==> src/rtl/dcp_pkg.sv <==
// Shared definitions for the debug-command processor print path:
// formatter state encodings, request type codes and nibble-to-ASCII helper.
package dcp_pkg;

    typedef enum logic [1:0] {
        ST_IDLE = 2'd0,
        ST_SEND = 2'd1,
        ST_DONE = 2'd2,
        ST_REL  = 2'd3
    } dcp_state_e;

    localparam logic TYPE_CHAR = 1'b0;
    localparam logic TYPE_WORD = 1'b1;

    // Digits 0-9 map to '0'..'9'; 10-15 map to 'A'..'F' or 'a'..'f'.
    function automatic logic [7:0] nib2ascii(input logic [3:0] nibble, input logic upper);
        logic [7:0] n8;
        n8 = {4'h0, nibble};
        if (nibble < 4'd10) begin
            return 8'h30 + n8;
        end else begin
            return (upper ? 8'h41 : 8'h61) + n8 - 8'd10;
        end
    endfunction

endpackage

==> src/rtl/dcp_tx_formatter.sv <==
// Print stage between the DCP command FSM and the UART transmitter.
// Turns a char or word print request into a stream of ASCII bytes over a
// valid/ready byte interface and acknowledges completion with a 1-cycle pulse.
//
//  state    | meaning
//  ---------+-----------------------------------------------------------
//  ST_IDLE  | waiting for req_tx; latches type/data on acceptance
//  ST_SEND  | presenting bytes, one per vld_tx&rdy_tx transfer
//  ST_DONE  | ack_tx high for this single cycle
//  ST_REL   | waiting for the requester to drop req_tx
module dcp_tx_formatter
    import dcp_pkg::*;
#(
    parameter int unsigned HEX_DIGITS = 8,
    parameter bit          UPPER_HEX  = 1'b1
) (
    input  logic        clk,
    input  logic        rstn,
    input  logic        req_tx,
    input  logic        type_tx,
    input  logic [31:0] dout_tx,
    output logic        ack_tx,
    output logic [7:0]  d_tx,
    output logic        vld_tx,
    input  logic        rdy_tx
);

    // Word prints are left-aligned into the shadow so the next digit is
    // always shadow[31:28]; with fewer digits the unprinted high bits fall off.
    localparam int unsigned ALIGN    = 4 * (8 - HEX_DIGITS);
    localparam logic [3:0]  WORD_CNT = 4'(HEX_DIGITS);

    dcp_state_e  state_q, state_d;
    logic [3:0]  cnt_q, cnt_d;
    logic [31:0] shadow_q, shadow_d;
    logic [7:0]  data_q, data_d;
    logic        vld_q, vld_d;
    logic        ack_q, ack_d;

    logic [31:0] aligned;
    logic [31:0] shifted;
    logic        xfer;

    assign aligned = dout_tx << ALIGN;
    assign shifted = {shadow_q[27:0], 4'h0};
    assign xfer    = vld_q & rdy_tx;

    // State, counter, shadow and registered outputs; cleared asynchronously.
    always_ff @(posedge clk or negedge rstn) begin
        if (!rstn) begin
            state_q  <= ST_IDLE;
            cnt_q    <= 4'd0;
            shadow_q <= 32'h0;
            data_q   <= 8'h00;
            vld_q    <= 1'b0;
            ack_q    <= 1'b0;
        end else begin
            state_q  <= state_d;
            cnt_q    <= cnt_d;
            shadow_q <= shadow_d;
            data_q   <= data_d;
            vld_q    <= vld_d;
            ack_q    <= ack_d;
        end
    end

    // Next-state logic; the byte for the next digit is precomputed so it
    // appears on d_tx the cycle after each transfer (1 byte/clk sustained).
    always_comb begin
        state_d  = state_q;
        cnt_d    = cnt_q;
        shadow_d = shadow_q;
        data_d   = data_q;
        vld_d    = vld_q;
        ack_d    = 1'b0;

        case (state_q)
            ST_IDLE: begin
                if (req_tx) begin
                    if (type_tx == TYPE_WORD) begin
                        shadow_d = aligned;
                        cnt_d    = WORD_CNT;
                        data_d   = nib2ascii(aligned[31:28], UPPER_HEX);
                    end else begin
                        shadow_d = dout_tx;
                        cnt_d    = 4'd1;
                        data_d   = dout_tx[7:0];
                    end
                    vld_d   = 1'b1;
                    state_d = ST_SEND;
                end
            end

            ST_SEND: begin
                if (xfer) begin
                    if (cnt_q == 4'd1) begin
                        vld_d   = 1'b0;
                        ack_d   = 1'b1;
                        cnt_d   = 4'd0;
                        state_d = ST_DONE;
                    end else begin
                        cnt_d    = cnt_q - 4'd1;
                        shadow_d = shifted;
                        data_d   = nib2ascii(shifted[31:28], UPPER_HEX);
                    end
                end
            end

            ST_DONE: begin
                state_d = ST_REL;
            end

            ST_REL: begin
                // A level request left high after ack must not start a new print.
                if (!req_tx) begin
                    state_d = ST_IDLE;
                end
            end

            default: begin
                state_d = ST_IDLE;
                vld_d   = 1'b0;
            end
        endcase
    end

    assign ack_tx = ack_q;
    assign d_tx   = data_q;
    assign vld_tx = vld_q;

endmodule
==> config.mk <==
export PLATFORM = sky130hd
export DESIGN_NAME = dcp_tx_formatter
export DESIGN_NICKNAME = d
export VERILOG_FILES = /design/src/rtl/dcp_pkg.sv /design/src/rtl/dcp_tx_formatter.sv
export SDC_FILE = /design/constraint.sdc
export NUM_CORES = 1
export LEC_CHECK = 0
export ABC_AREA = 1
export CAP_MARGIN = 40
export CORE_MARGIN = 2
export CORE_UTILIZATION = 56
export CTS_CLUSTER_SIZE = 10
export DETAILED_ROUTE_END_ITERATION = 7
export PLACE_DENSITY = 0.85
export SLEW_MARGIN = 5
export SYNTH_ARGS = -nofsm -noshare
export SYNTH_HDL_FRONTEND = slang
export SYNTH_SLANG_ARGS = --single-unit
==> constraint.sdc <==
create_clock -name clk -period 4.5 [get_ports clk]
set_clock_uncertainty 0.05 [all_clocks]
set_input_delay 0.9 -clock clk [delete_from_list [all_inputs] [get_ports clk]]
set_output_delay 0.9 -clock clk [all_outputs]
set_load 0.005 [all_outputs]
==> metrics.md, run 1 <==
| Metric | Value |
|---|---|
| Status | completed |
| Flop-to-flop setup slack | around 2.0 ns |
| Die height | just over 70 um |
| Pre-antenna DRT Iters | 4 |
| Num CTS Buffers | 5 |
| Total power | between 1500 and 2000 uW |
| Setup CP Type | reg -> reg |
| Pre-CTS setup slack | ~1.9 ns |
| Initial drt markers | between 150 and 200 |
| Fin. Hold Viols | 0 |
| Sw Share | 42.1% |
| Netlist cell types | 21 |
| RSZ-0062 raised after global routing | no |
| Post-CTS Setup Bufs | 0 |
| Internal power | around 1100 uW |
| CP Launch Point | state_q[1]$_DFFE_PN0P_ |
| Worst-path clk slew | ~0.09 ns |
| Period utilization | 56.6% |
| Count of buffers from port buffering | between 40 and 50 |
| End point of the critical path | d_tx[4]$_DFFE_PN0P_ |
| Worst-case clock buffer depth | 2 |
| Ys Warns | 0 |
| Max-slew headroom | between 40% and 50% |
| Die width | ~71 um |
| P per Cell Area | between 600 and 700 nW/um^2 |
| Mapped Nets | ~400 |
| Worst EP arrival | 2.69 ns |
| Critical-path top delay cell | ha_1 |
| Commonest non-fill, non-tap cell in the layout | nand2_1 |
| GRT Resource Usage Total | approximately a quarter |
| VDD IR max | 0.325 mV |
| Vias per cell | about 5.0 |
| Fillers | 350 |
| Initial Utilization | roughly three fifths |
| Core Region | around 4400 um^2 |
| Final #Nets | 438 |
| CTS tree | built |
| R2R cell count | 9 |
| Worst-Skew Late Latency | roughly 0.3 ns |
| Register Area | around 1100 um^2 |
| Final wirelength | 5420 um |
| Core Rows | 24 |
| Switching power | ~800 uW |
| RePlAce Congestion | between 0.7 and 0.8 |
| Vias in the first global route | 2164 |
| CP required | 4.64 ns |
| Die area | around 5100 um^2 |
| FF-to-FF End | d_tx[4]$_DFFE_PN0P_ |
| Worst setup SP type | register |
| Sequential cell area fraction in the yosys report | a little over two fifths |
| Clock Sinks | 44 |
| DR WL/cell | roughly 12 um |
| Final TNS setup | 0 ns |
| Clock power frac | between 15 and 20% |
| Area grow syn2layout | 22.5% |
| Largest net degree at the start of global routing | 55 |
| Post-DP HPWL | 3830 um |
| Worst-path fanout max | 54 |
| H-Tree Depth | 2 |
| Post-CTS Hold Fix Bufs | 0 |
| Cell Chain, Critical Path | inv_1, ha_1, inv_6, nand2_2, nand2_2, nand3_1, nor2_1, nand2_1, nand2_1 |
| Post-cts resize count | 0 |
| Yosys reg bits | 44 |
| Setup ws final | roughly 2.0 ns |
| Finish-stage setup viols | 0 |
| I/O Pins | 47 |
| Critical path endpoint category | register |
| Ant. Diodes | 0 |
| Worst min path class | in -> async |
| Synthesized area per cell | 7.18 um^2 |
| First-pass GRT wire length | between 9000 and 10000 um |
| Syn Std Cell Area | roughly 2500 um^2 |
| Commonest cells after routing, fill and taps aside | 118 x nand2_1, 54 x inv_1, 45 x clkdlybuf4s50_1 |
| Total gr overflow | 0 |
| Max-slew violation count | 0 |
| Share of cells above drive strength 1 | under 10% |
| Comb power frac | between 40 and 50% |
| Leakage | 0.00159 uW |
| Initial antenna violation count | 0 |
| Worst-margin pin slew | 0.758 ns |
| F_max | between 0.3 and 0.4 GHz |
| Residual DRC | 0 |
| Final ANT Viol Nets | 0 |
| CTS root buf | clkbuf_8 |
| Total of max-cap violations | 0 |
| RR Startpoint | state_q[1]$_DFFE_PN0P_ |
| DR vias | around 2300 |
| Minimum clock period | approximately 2.5 ns |
| Multi-input gate area | between 1000 and 1500 um^2 |
| Crit-path max cell delay | roughly 0.66 ns |
| Flop pwr share | 35.0% |
| Syn Inst Count | roughly 350 |
==> cells by family after synthesis <==
| group | share of synthesized area, % |
|---|---|
| AND/OR/NAND/NOR | 26.6 |
| buffers and inverters | 12.3 |
| AO/OA/AOI/OAI | 12.8 |
| flip-flops | 43.6 |
| adder cells (fa/ha/maj) | 3.96 |
| XOR/XNOR | 0.694 |
==> layer usage <==
layer	vias up	GRT usage (%)	routed length, um
li1	1165	-	-
met1	1024	33.0	2540
met2	58	37.2	2520
met3	5	4.70	327
met4	0	5.87	34
met5	-	0	0
==> critical path, delay by kind of cell, from the launching register on <==
family / cells / cell delay [ns]
buffers and inverters: 2 / 0.38
adders and majority gates: 1 / 0.66
and+or+nand+nor: 6 / 0.93
DFF: 1 / 0.41
==> per-stage QoR <==
step / instances / hold WS (ns) / area (um^2) / util, %
4_1_cts: 446 / 0.420 / 3090 / 71.1
2_1_floorplan: 352 / 0.399 / 2530 / -
6_report: 446 / 0.416 / 3090 / 71.1
3_3_place_gp: 436 / 0.415 / 2950 / 67.7
3_5_place_dp: 438 / 0.421 / 2990 / 68.6
5_1_grt: 446 / 0.417 / 3090 / 71.1
==> power by group through the flow <==
stage,clock (uW),combinational (uW),sequential (uW)
2_1_floorplan,0,727,663
3_3_place_gp,0,893,675
3_5_place_dp,0,949,680
4_1_cts,307,958,677
5_1_grt,324,1100,697
6_report,303,952,677
==> cell type report <==
cell class	count	share of cell area (%)
clock buffers	6	2.35
clock inverters	2	1.13
flip-flops and latches	44	35.6
multi-input cells	239	36.0
repair buffers	48	16.0
inverters	55	6.83
well taps	52	2.10
==> flip-flops by register name, indices dropped and copies added (netlist names) <==
register  flops
cnt_q         4
vld_tx        1
shadow_q     28
d_tx          8
ack_tx        1
state_q       2
==> synth_stat cells <==
library cell    n  area share (%)
nand2_1       118              18
nand2_2         2            0.50
inv_6           1            0.35
inv_1          54             8.0
a21oi_1         5            0.99
buf_2           1            0.20
nor2_1         23             3.4
ha_1            8             4.0
xor2_1          2            0.69
o22ai_1         1            0.25
o211ai_2        1            0.50
clkbuf_1        6            0.89
nor2_4          1            0.45
buf_6           6             2.7
o21ai_0        42             8.3
o21ai_1        14             2.8
clkbuf_2        1            0.20
nand3_1        19             3.8
nand4_1         2            0.50
dfrtp_1        44              44
nand2_4         1            0.45
==> worst min-delay path by stage <==
stage,start,endpoint,slack [ns],depth (start not counted)
2_1_floorplan,shadow_q[23]$_DFFE_PN0P_,shadow_q[23]$_DFFE_PN0P_,0.40,2
3_3_place_gp,d_tx[3]$_DFFE_PN0P_,d_tx[3]$_DFFE_PN0P_,0.41,2
3_5_place_dp,shadow_q[23]$_DFFE_PN0P_,shadow_q[23]$_DFFE_PN0P_,0.42,2
4_1_cts,rstn,shadow_q[17]$_DFFE_PN0P_,0.42,1
5_1_grt,rstn,shadow_q[16]$_DFFE_PN0P_,0.42,1
6_report,rstn,shadow_q[17]$_DFFE_PN0P_,0.42,1
(Power assumes the default switching activity.)
==> run 2, diff against run 1 <==
- CORE_UTILIZATION: 56 -> 47
- PLACE_DENSITY: 0.85 -> 0.76
- clock period: 4.5 -> 2.1 ns (I/O delays scaled with it)
==> run 2 against run 1 <==
Cell count increased by 5.6%. First-iteration DRC count decreased by 33%. Global-route usage decreased by 2.9 points. Core utilization decreased by 9.4 points. Flip-flop and latch count unchanged. Sequential power increased by 110%. Worst setup slack got worse by 1.7 ns. Critical path depth unchanged. Clock-buffer cell count unchanged. Combinational power increased by 120%. Clock power increased by 110%. Via count increased by 0.27%. Critical path type unchanged.
==> metrics.md, run 2 (synthesis gave the netlist of run 1 again) <==
| Metric | Value |
|---|---|
| Pre-antenna DRT Iters | 4 (unchanged) |
| Vias in the first global route | 2179 (+0.69%) |
| Total power | 4210 uW (+120%) |
| Max-slew headroom | 70.5% (+21 points) |
| Initial antenna violation count | 0 (unchanged) |
| Status | completed |
| Setup CP Type | reg -> reg |
| Total gr overflow | 0 (unchanged) |
| Cell Chain, Critical Path | inv_1, ha_2, nand3_1, nand2_2, nand2_4, nor2_4, buf_4, nand3_1, o21ai_0 |
| Worst EP arrival | 1.98 ns (-0.71 ns) |
| Post-DP HPWL | 4090 um (+6.8%) |
| CTS root buf | clkbuf_8 |
| Final #Nets | 445 (+1.6%) |
| P per Cell Area | 1330 nW/um^2 (+110%) |
| Commonest cells after routing, fill and taps aside | 118 x nand2_1, 54 x inv_1, 45 x clkdlybuf4s50_1 |
| Crit-path max cell delay | 0.40 ns (-0.26 ns) |
| FF-to-FF End | shadow_q[2]$_DFFE_PN0P_ |
| Final core utilization | 61.7% (-9.4 points) |
| Finish-stage setup viols | 0 (unchanged) |
| RSZ-0062 raised after global routing | no |
| H-Tree Depth | 2 (unchanged) |
| Critical path's most frequent cell | nand3_1 |
| Worst-Skew Late Latency | 0.29 ns (about the same) |
| Worst-path fanout max | 16 (-70%) |
| Fin. Hold Viols | 0 (unchanged) |
| End point of the critical path | shadow_q[2]$_DFFE_PN0P_ |
| GRT Resource Usage Total | 20.5% (-2.9 points) |
| F_max | 0.549 GHz (+40%) |
| First-pass GRT wire length | 9850 um (+4.1%) |
| DR WL/cell | 11.9 um (-2.3%) |
| Critical-path top delay cell | dfrtp_1 |
| Critical path endpoint category | register |
| Worst min path class | in -> async |
| Worst-margin pin slew | 0.441 ns (-0.317 ns) |
| Final Non-Filler Cells | 471 (+5.6%) |
| Initial drt markers | 132 (-33%) |
| Minimum clock period | 1.82 ns (-0.725 ns) |
| Largest register FFs | 28 (unchanged) |
| Share of cells above drive strength 1 | 5.99% (+1.9 points) |
| Largest net degree at the start of global routing | 38 (-31%) |
| Fillers | 511 (+46%) |
| Pre-CTS setup slack | 0.186 ns (-1.69 ns) |
| Leakage | 0.00162 uW (+2.0%) |
| R2R cell count | 9 (unchanged) |
| Count of buffers from port buffering | 46 (unchanged) |
| Total of max-cap violations | 0 (unchanged) |
| I/O Pins | 47 (unchanged) |
| Placed cells | 463 (+5.7%) |
| CTS tree | built |
| Flop-to-flop setup slack | 0.28 ns (-1.67 ns) |
| Die height | 77.3 um (+8.6%) |
| RePlAce Congestion | 0.817 (+2.2%) |
| Core Rows | 26 (+8.3%) |
| Max-slew violation count | 0 (unchanged) |
| Num CTS Buffers | 5 (unchanged) |
| Worst-case clock buffer depth | 2 (unchanged) |
| VDD IR max | 0.697 mV (+110%) |
| CP Launch Point | state_q[1]$_DFFE_PN0P_ |
| Ant. Diodes | 0 (unchanged) |
| Area grow syn2layout | 25.6% |
| DR vias | 2258 (+0.27%) |
| Final wirelength | 5590 um (+3.2%) |
| Initial Utilization | 49.1% (-8.9 points) |
| Die area | 5980 um^2 (+18%) |
| Die width | 77.3 um (+8.6%) |
| Residual DRC | 0 (unchanged) |
| Final ANT Viol Nets | 0 (unchanged) |
| RR Startpoint | state_q[1]$_DFFE_PN0P_ |
| Final TNS setup | 0 ns (unchanged) |
| Largest register by flop count | shadow_q |
| Vias per cell | 4.79 (-5.1%) |
| Core Region | 5140 um^2 (+18%) |
| Worst-path clk slew | 0.08 ns (about the same) |
| Commonest non-fill, non-tap cell in the layout | nand2_1 |
| Period utilization | 86.7% (+30 points) |
| Clock Sinks | 44 (unchanged) |
| Worst setup SP type | register |
| Setup ws final | 0.280 ns (-1.67 ns) |
| CP required | 2.26 ns (-2.38 ns) |
[run 2: cell count changes in the layout (fill, tap and decap cells not counted)]
cell / previous run / this run
ha_1: 8 / 7
buf_4: 0 / 7
ha_2: 0 / 1
[run 2: routing by layer]
metal | global-route usage, % | wire, um
met4 | 6.43 | 31
met2 | 33.0 | 2580
met1 | 28.2 | 2720
met5 | 0 | 0
met3 | 3.41 | 264
[run 2: power by group]
group          internal [uW]  switching (uW)  total [uW]
logic                    862            1260        2130
clock network            353             280         634
registers               1250             195        1450
[run 2: timing repair]
| action | CTS | global route |
|---|---|---|
| endpoints found under the setup margin | 0 | 2 |
| setup buffers | 0 | 0 |
| hold buffers | 0 | 0 |
| endpoints found under the hold margin | 0 | 0 |
| gates resized for setup | 0 | 1 |
[run 2: cell type report]
type | count | area [um^2] | area share, %
multi-input combinational | 239 | 1120 | 35.2
sequential | 44 | 1100 | 34.7
clock buffer | 6 | 72.6 | 2.29
inverter | 55 | 211 | 6.67
clock inverter | 2 | 35.0 | 1.10
timing repair buffer | 55 | 548 | 17.3
tap | 70 | 87.6 | 2.76
[run 2: through the flow]
stage	instance area [um^2]	hold WS [ns]
floorplan	2530	0.0744
global placement	3060	0.336
detailed placement	3060	0.340
CTS	3170	0.0134
global route	3170	0.0258
finish	3170	0.00194
[run 2: how the worst min path moves through the flow]
| stage | start | to | slack, ns |
|---|---|---|---|
| 6_report | rstn | shadow_q[17]$_DFFE_PN0P_ | 0.002 |
| 5_1_grt | rstn | shadow_q[17]$_DFFE_PN0P_ | 0.03 |
| 4_1_cts | rstn | shadow_q[17]$_DFFE_PN0P_ | 0.01 |
| 3_5_place_dp | rstn | shadow_q[17]$_DFFE_PN0P_ | 0.34 |
| 3_3_place_gp | rstn | shadow_q[17]$_DFFE_PN0P_ | 0.34 |
| 2_1_floorplan | rstn | ack_tx$_DFF_PN0_ | 0.07 |
[run 2: critical path, delay by kind of cell (launching register included)]
kind | cells | cell delay [ns]
buf+inv | 2 | 0.34
flops | 1 | 0.40
simple gates | 5 | 0.55
fa+ha+maj | 1 | 0.30
compound gates | 1 | 0.09
